[src/rtl/cacheaq_dispatch.sv]
// ============================================================================
//  Module   : cacheaq_dispatch
//  Brief    : Issues the access-queue head to the even/odd cache banks over
//             independent req/ack handshakes and pops the head once all
//             required banks have acknowledged.
//  Revision : 1.0  initial release
// ============================================================================
`default_nettype none

module cacheaq_dispatch #(
   parameter int ADDR_W = 15,
   parameter int DATA_W = 128
) (
   input  logic              clk,
   input  logic              clr,
   input  logic              hold,
   input  logic              aq_isempty,
   input  logic              valid_e,
   input  logic              valid_o,
   input  logic [ADDR_W-1:0] pAddress_e,
   input  logic [ADDR_W-1:0] pAddress_o,
   input  logic [DATA_W-1:0] data_e,
   input  logic [DATA_W-1:0] data_o,
   input  logic [DATA_W-1:0] mask_e,
   input  logic [DATA_W-1:0] mask_o,
   input  logic              r,
   input  logic              w,
   input  logic              sw,
   input  logic              fromBUS,
   input  logic              pcd,
   output logic              read,
   output logic              e_req,
   output logic              o_req,
   input  logic              e_ack,
   input  logic              o_ack,
   output logic [ADDR_W-1:0] e_addr,
   output logic [ADDR_W-1:0] o_addr,
   output logic [DATA_W-1:0] e_data,
   output logic [DATA_W-1:0] o_data,
   output logic [DATA_W-1:0] e_mask,
   output logic [DATA_W-1:0] o_mask,
   output logic [1:0]        e_op,
   output logic [1:0]        o_op,
   output logic              e_pcd,
   output logic              o_pcd,
   output logic              busy,
   output logic [15:0]       done_cnt
);

   typedef enum logic [1:0] {
      S_IDLE  = 2'd0,
      S_ISSUE = 2'd1,
      S_DONE  = 2'd2
   } state_t;

   localparam logic [1:0] OP_RD  = 2'b00;
   localparam logic [1:0] OP_WB  = 2'b01;
   localparam logic [1:0] OP_SW  = 2'b10;
   localparam logic [1:0] OP_BUS = 2'b11;

   state_t              state_q, state_d;
   logic                capture;
   logic                need_e_q, need_o_q;
   logic                e_done_q, o_done_q;
   logic                e_fin, o_fin;
   logic [ADDR_W-1:0]   e_addr_q, o_addr_q;
   logic [DATA_W-1:0]   e_data_q, o_data_q;
   logic [DATA_W-1:0]   e_mask_q, o_mask_q;
   logic [1:0]          op_q, op_d;
   logic                pcd_q;
   logic [15:0]         done_cnt_q;

   // r is the implied class when no other class bit is set; it never steers op.
   logic unused_class;
   assign unused_class = r;

   // fromBUS wins if the class one-hot is ever violated.
   always_comb begin
      op_d = OP_RD;
      if (fromBUS)
         op_d = OP_BUS;
      else if (w)
         op_d = OP_WB;
      else if (sw)
         op_d = OP_SW;
   end

   assign e_req = (state_q == S_ISSUE) && need_e_q && !e_done_q;
   assign o_req = (state_q == S_ISSUE) && need_o_q && !o_done_q;

   // A bank is finished if not needed, already acked, or acking right now.
   assign e_fin = !need_e_q || e_done_q || (e_req && e_ack);
   assign o_fin = !need_o_q || o_done_q || (o_req && o_ack);

   always_comb begin
      state_d = state_q;
      capture = 1'b0;
      case (state_q)
         S_IDLE: begin
            if (!aq_isempty && !hold) begin
               capture = 1'b1;
               state_d = S_ISSUE;
            end
         end
         S_ISSUE: begin
            if (e_fin && o_fin)
               state_d = S_DONE;
         end
         S_DONE: begin
            state_d = S_IDLE;
         end
         default: begin
            state_d = S_IDLE;
         end
      endcase
   end

   always_ff @(posedge clk or negedge clr) begin
      if (!clr)
         state_q <= S_IDLE;
      else
         state_q <= state_d;
   end

   always_ff @(posedge clk or negedge clr) begin
      if (!clr) begin
         need_e_q <= 1'b0;
         need_o_q <= 1'b0;
         e_addr_q <= '0;
         o_addr_q <= '0;
         e_data_q <= '0;
         o_data_q <= '0;
         e_mask_q <= '0;
         o_mask_q <= '0;
         op_q     <= OP_RD;
         pcd_q    <= 1'b0;
      end else if (capture) begin
         need_e_q <= valid_e;
         need_o_q <= valid_o;
         e_addr_q <= pAddress_e;
         o_addr_q <= pAddress_o;
         e_data_q <= data_e;
         o_data_q <= data_o;
         e_mask_q <= mask_e;
         o_mask_q <= mask_o;
         op_q     <= op_d;
         pcd_q    <= pcd;
      end
   end

   always_ff @(posedge clk or negedge clr) begin
      if (!clr) begin
         e_done_q <= 1'b0;
         o_done_q <= 1'b0;
      end else if (capture) begin
         e_done_q <= 1'b0;
         o_done_q <= 1'b0;
      end else begin
         if (e_req && e_ack)
            e_done_q <= 1'b1;
         if (o_req && o_ack)
            o_done_q <= 1'b1;
      end
   end

   always_ff @(posedge clk or negedge clr) begin
      if (!clr)
         done_cnt_q <= 16'h0000;
      else if (state_q == S_DONE)
         done_cnt_q <= done_cnt_q + 16'h0001;
   end

   assign read     = (state_q == S_DONE);
   assign busy     = (state_q != S_IDLE);
   assign done_cnt = done_cnt_q;
   assign e_addr   = e_addr_q;
   assign o_addr   = o_addr_q;
   assign e_data   = e_data_q;
   assign o_data   = o_data_q;
   assign e_mask   = e_mask_q;
   assign o_mask   = o_mask_q;
   assign e_op     = op_q;
   assign o_op     = op_q;
   assign e_pcd    = pcd_q;
   assign o_pcd    = pcd_q;

endmodule

`default_nettype wire

[config.mk]
export PLATFORM = sky130hd
export DESIGN_NAME = cacheaq_dispatch
export DESIGN_NICKNAME = d
export VERILOG_FILES = /design/src/rtl/cacheaq_dispatch.sv
export SDC_FILE = /design/constraint.sdc
export NUM_CORES = 1
export LEC_CHECK = 0
export BUFFER_PORTS_ARGS = -buffer_cell sky130_fd_sc_hd__buf_2
export CORE_AREA = 2 2 432 434
export DETAILED_ROUTE_END_ITERATION = 7
export DIE_AREA = 0 0 434 436
export HOLD_SLACK_MARGIN = 0.02
export SYNTH_ARGS = -nofsm -noshare
export SYNTH_HDL_FRONTEND = slang
export SYNTH_SLANG_ARGS = --single-unit
[constraint.sdc]
create_clock -name clk -period 3.2 [get_ports clk]
set_clock_uncertainty 0.05 [all_clocks]
set_input_delay 0.64 -clock clk [delete_from_list [all_inputs] [get_ports clk]]
set_output_delay 0.64 -clock clk [all_outputs]
set_load 0.05 [all_outputs]
==> key figures, run 1 <==
Synth
  – Syn Inst Count: roughly 1200
  – Post-synth top cells: dfrtp_1, mux2_2, mux2_1
  – Syn_nets: 1794
  – Synth Flop Type: dfrtp_1
  – Area contributors post-synth: dfrtp_1, mux2_2, mux2_1
  – Register bit total from synthesis: 567
  – Share of the synthesized area in the top cell type: 0.666
  – Mapped Area: 21300 um^2
  – Most common cell in the synthesized netlist: dfrtp_1
  – Distinct cells, synth: 29
  – Avg Synthesized Cell Area: 17.2 um^2
  – Post-synthesis sequential area ratio: 0.666
  – Yosys warns: 0
  – Async SR Flop Fraction: 1.00
  – Number of synthesized flops with an enable pin: 0
  – Yosys top cell by area: dfrtp_1

Setup path
  – Worst endpoint required time: 2.51 ns
  – Worst EP arrival: between 1.5 and 2 ns
  – Reg2reg start: state_q[1]
  – CP Capture Type: output pin
  – Worst setup SP type: flip-flop
  – Reg2Reg Setup Slack: ~0.80 ns
  – R2R cell count: 5
  – FF-to-FF End: o_mask[23]
  – Critical Path Fanout Max: 6
  – Worst Setup Path Type: reg2out

Run status
  – Run status: finished, final reports clean

STA
  – Slew @ Worst Pin: 0.709 ns
  – Final Hold Viols: 0
  – Fin Hold WS: 0.124 ns
  – Fin crit share: 0.806
  – Max Fclk: 0.388 GHz
  – Slew Viols, Final: 0
  – Min Tclk post-route: 2.58 ns
  – RSZ-0062 raised after global routing: false
  – Final-report setup violation count: 0
  – Slew HR: 0.527
  – Setup ws final: 0.621 ns
  – Final setup TNS: 0 ns

Worst hold path
  – Hold EP: o_data[15]
  – Worst Hold Path Cells: 2
  – Min-Delay Startpoint: data_o[15]
  – Hold Path Class: in2reg

Floorplan
  – Die area: roughly 190000 um^2
  – Num ports: 1123
  – Floorplan core area: 185000 um^2
  – Die width: about 430 um
  – Initial core utilization: 0.115
  – Die Height: 436 um
  – FP Rows: 158

Place
  – Dpl cells: 4813
  – IO Port Bufs: 1121
  – RD Place Congestion: between 0.9 and 1
  – Placed cell areas: 29900 um^2
  – Detailed placement HPWL: between 100 and 150 mm
  – Dpl ws: 0.683 ns

Final layout
  – Fillers: 20500
  – Fin area: 32300 um^2
  – Fin util: 0.175
  – Non-filler instance count after layout: 4968
  – Nets: 2965
  – Share of post-route cells with drive strength above 1: 0.653
  – Synth-to-Final Area Change: 51.7%

Routing
  – Vias per std cell: 3.18
  – DR DRC count: 0
  – Routed Wire Length: 119 mm
  – Via Count: between 15000 and 20000
  – Antenna viol nets, final: 0
  – DRT Pass-1 Iters: 4
  – WL/cell: around 24 um
  – Starting DRT DRC Count: 814

Run
  – Max Cap Viol: 0

Clocking
  – Setup bufs post-CTS: 0
  – CTS tree: built
  – Clock root cell: clkbuf_16
  – Clk sinks: around 570
  – CTS H-Tree Depth: 3
  – CTS clk-pin slew, worst paths: 0.06 ns
  – Num CTS Buffers: 73
  – Clock tree buffer depth: 3
  – Worst-Skew Late Latency: 0.68 ns

Power
  – Total power: 44.9 mW
  – Pwr Density: 1390 nW/um^2
  – VDD IR max: a little under 0.8 mV
  – LEAKAGE: 14.7 nW

Global routing
  – Largest net degree at the start of global routing: 92
  – Vias in the first global route: 16300
  – Initial antenna violation count: 104
  – Overall Global Routing Usage: 0.122
  – First-pass GRT wire length: 153 mm
  – Total congestion overflow: 0
[registers in the layout (all words and copies together), names as in the netlist]
signal / count
e_data: 128
e_mask: 128
o_data: 128
o_mask: 128
done_cnt: 16
e_addr: 15
o_addr: 15
e_op: 2
state_q: 2
e_done_q: 1
e_pcd: 1
need_e_q: 1
need_o_q: 1
o_done_q: 1
[how the worst max path moves through the flow]
stage | startpoint | endpoint | cells past startpoint
finish | state_q[1] | read | 2
CTS | state_q[1] | read | 2
floorplan | state_q[1] | e_data[114] | 6
global route | state_q[1] | read | 2
detailed placement | hold | e_mask[88] | 5
global placement | hold | e_mask[1] | 5
[metal layers]
layer  up-vias  routed length, um  GRT usage
li1       6763                  -          -
met1      8011              42500      0.133
met2       753              54900      0.195
met3       253              16400     0.0694
met4        36               4530     0.0480
met5         -                255          0
[report_power, final]
part	total (mW)	switching, mW	internal (mW)
registers	12.7	1.97	10.8
clock network	8.11	3.46	4.66
logic	24.0	18.6	5.47
[final cells by class]
| class | count | area [um^2] | share of cell area |
|---|---|---|---|
| Tap cell | 2480 | 3100 | 0.0960 |
| Sequential cell | 567 | 14200 | 0.439 |
| Inverter | 1 | 3.75 | 0.000116 |
| Clock buffer | 100 | 2080 | 0.0643 |
| Multi-Input combinational cell | 606 | 6550 | 0.203 |
| Timing Repair Buffer | 1160 | 6090 | 0.188 |
| Antenna cell | 27 | 67.6 | 0.00209 |
| Clock inverter | 27 | 239 | 0.00739 |
[critical path: stages, from the launching register on]
cell and delay, ns:
dfrtp_1 0.40, nor2b_1 0.32, buf_2 0.46
[layout by cell type, fill, tap and decap left out, types with 2 or more instances in the layout]
cell type and count:
nor2_1 10, xnor2_1 9, clkinvlp_4 3, nand4_1 5, a21oi_1 3, buf_12 14, mux2_1 213, clkinv_4 2
nand2b_1 3, nand2_1 4, buf_4 24, mux2_2 333, inv_16 2, a31oi_1 2, buf_2 1120, diode_2 27
clkbuf_8 13, clkbuf_16 74, clkbuf_1 13, xor2_1 6, clkinv_2 12, inv_6 6, dfrtp_1 567, nand3_1 3
nor2b_1 3
[timing repair]
| action | 4_1_cts | 5_1_grt |
|---|---|---|
| resized for setup | 0 | 0 |
| endpoints found under the setup margin | 0 | 0 |
| hold endpoints to repair | 41 | 0 |
| hold buffers | 1 | 0 |
[cell families after synthesis]
logic type	count (synthesis)	synth area share
DFF	567	0.666
AOI/OAI and AO/OA	7	0.00206
muxes	546	0.289
adders and majority gates	1	0.000587
xor gates and xnor gates	15	0.00617
and+or+nand+nor	37	0.00952
buffers and inverters	65	0.0270
(Power assumes the default switching activity.)
==> run 2, diff against run 1 <==
==> constraint.sdc (replaced) <==
create_clock -name clk -period 2.45 [get_ports clk]
set_clock_uncertainty 0.05 [all_clocks]
set_input_delay 0.49 -clock clk [delete_from_list [all_inputs] [get_ports clk]]
set_output_delay 0.49 -clock clk [all_outputs]
set_load 0.05 [all_outputs]
==> key figures, run 2 (synthesis gave the netlist of run 1 again) <==
Run status
  – Run status: finished, final reports clean

Floorplan
  – Num ports: 1123 (unchanged)
  – Floorplan core area: 185000 um^2 (unchanged)
  – Die width: 434 um (unchanged)
  – FP Rows: 158 (unchanged)
  – Initial core utilization: 0.115 (unchanged)
  – Die area: 189000 um^2 (unchanged)
  – Die Height: 436 um (unchanged)

Setup path
  – Reg2Reg Setup Slack: 0.26 ns (-0.54 ns)
  – Worst Setup Path Type: reg2out
  – Worst endpoint required time: 1.91 ns (-0.60 ns)
  – CP Capture Type: output pin
  – Worst EP arrival: 1.68 ns (-0.21 ns)
  – Worst setup SP type: flip-flop
  – Critical Path Fanout Max: 6 (unchanged)

STA
  – Min Tclk post-route: approximately 2.2 ns
  – Slew Viols, Final: 0 (unchanged)
  – Slew @ Worst Pin: 0.722 ns (+0.0133 ns)
  – Fin crit share: 0.906
  – RSZ-0062 raised after global routing: false
  – Slew HR: 0.518 (-0.00888)
  – Final-report setup violation count: 0 (unchanged)
  – Max Fclk: 0.451 GHz
  – Fin Hold WS: 0.113 ns (-0.0113 ns)
  – Final Hold Viols: 0 (unchanged)
  – Final setup TNS: 0 ns (unchanged)
  – Setup ws final: 0.231 ns (-0.390 ns)

Clocking
  – CTS tree: built
  – Clk sinks: 567 (unchanged)
  – CTS clk-pin slew, worst paths: 0.06 ns (about the same)
  – Num CTS Buffers: 72 (-1.4%)
  – Worst-Skew Late Latency: 0.66 ns (-0.02 ns)
  – Clock tree buffer depth: 3 (unchanged)
  – Setup bufs post-CTS: 0 (unchanged)
  – CTS H-Tree Depth: 3 (unchanged)
  – Clock root cell: clkbuf_16

Final layout
  – Fin util: 0.206 (+0.0312)
  – Commonest non-fill, non-tap cell in the layout: buf_2
  – Fin area: 38100 um^2 (+18%)
  – Nets: 3523 (+19%)
  – Most frequent cells in the layout: buf_2, dfrtp_1, dlygate4sd3_1
  – Share of post-route cells with drive strength above 1: 0.539 (-0.114)
  – Non-filler instance count after layout: 5521 (+11%)
  – Synth-to-Final Area Change: 78.7%

Place
  – Placed cell areas: 30200 um^2 (+0.79%)
  – Dpl ws: 0.247 ns (-0.436 ns)
  – Detailed placement HPWL: 103 mm (+2.0%)
  – RD Place Congestion: 0.934 (+1.5%)
  – Dpl cells: 4833 (+0.42%)
  – IO Port Bufs: 1121 (unchanged)

Routing
  – Routed Wire Length: 125 mm (+5.4%)
  – Antenna viol nets, final: 0 (unchanged)
  – DR DRC count: 0 (unchanged)
  – Via Count: 18100 (+14%)
  – Vias per std cell: 3.27 (+2.8%)
  – WL/cell: 22.6 um (-5.2%)
  – Starting DRT DRC Count: 856 (+5.2%)
  – DRT Pass-1 Iters: 5 (+1)

Global routing
  – Initial antenna violation count: 70 (-33%)
  – First-pass GRT wire length: 165 mm (+7.6%)
  – Total congestion overflow: 0 (unchanged)
  – Vias in the first global route: 19200 (+18%)
  – Largest net degree at the start of global routing: 66 (-28%)
  – Overall Global Routing Usage: 0.128 (+0.00636)

Power
  – Pwr Density: 1590 nW/um^2 (+14%)
  – LEAKAGE: 17.1 nW (+16%)
  – VDD IR max: 1.04 mV (+34%)
  – Total power: 60.5 mW (+35%)

Worst hold path
  – Hold Path Class: in2reg

Run
  – Max Cap Viol: 0 (unchanged)
[run 2: changes by cell type in the layout (fill, tap and decap cells not counted), sizes merged]
cell,previous run,this run
buf,1159,1179
clkinv,15,9
inv,9,7
clkbuf,100,99
dlygate4sd3,1,540
diode,27,23
clkinvlp,3,4
bufinv,1,7
[run 2: worst max-delay path, cell delays in order, from the launching register on]
cell and delay [ns]:
dfrtp_1 0.40, nor2b_2 0.27, buf_4 0.31
[run 2: layout make-up]
cell class,instances,area (um^2)
diodes,23,57.6
repair buffers,1719,11700
well taps,2480,3100
flip-flops and latches,567,14200
fillers,20000,147000
multi-input cells,606,6550
clock inverters,26,400
inverters,1,3.75
clock buffers,99,2040
[run 2: per-layer routing]
| metal | part of all wire | wire [um] | track usage | vias to the layer above |
|---|---|---|---|---|
| met5 | 0.00086 | 108 | 0 | - |
| met4 | 0.033 | 4120 | 0.0422 | 18 |
| met3 | 0.12 | 14900 | 0.0640 | 189 |
| met2 | 0.48 | 59700 | 0.213 | 785 |
| met1 | 0.37 | 46200 | 0.142 | 9221 |
| li1 | - | - | - | 7854 |
[run 2: power breakdown]
group          switching (mW)  total, mW  internal (mW)  leakage [nW]
combinational            24.7       32.6           7.83          9.30
sequential               2.74       16.8           14.1          6.65
clock                    4.53       11.1           6.62          1.18
[run 2: path summary, 6_finish.rpt]
path | from | endpoint | depth (start not counted)
worst min register to register | e_data[19] | e_data[19] | 1
max in group asynchronous | clr | e_mask[69] | 3
worst max-delay path | state_q[1] | read | 2
worst max register to register | state_q[1] | e_mask[73] | 6
min in group asynchronous | clr | o_data[78] | 2
worst min-delay path | mask_e[65] | e_mask[65] | 2
[run 2: repair_timing]
| action | 4_1_cts | 5_1_grt |
|---|---|---|
| endpoints found under the hold margin | 560 | 0 |
| resized for setup | 2 | 1 |
| hold buffers | 540 | 0 |
| pin swaps | 0 | 0 |
| setup endpoints to repair | 2 | 1 |
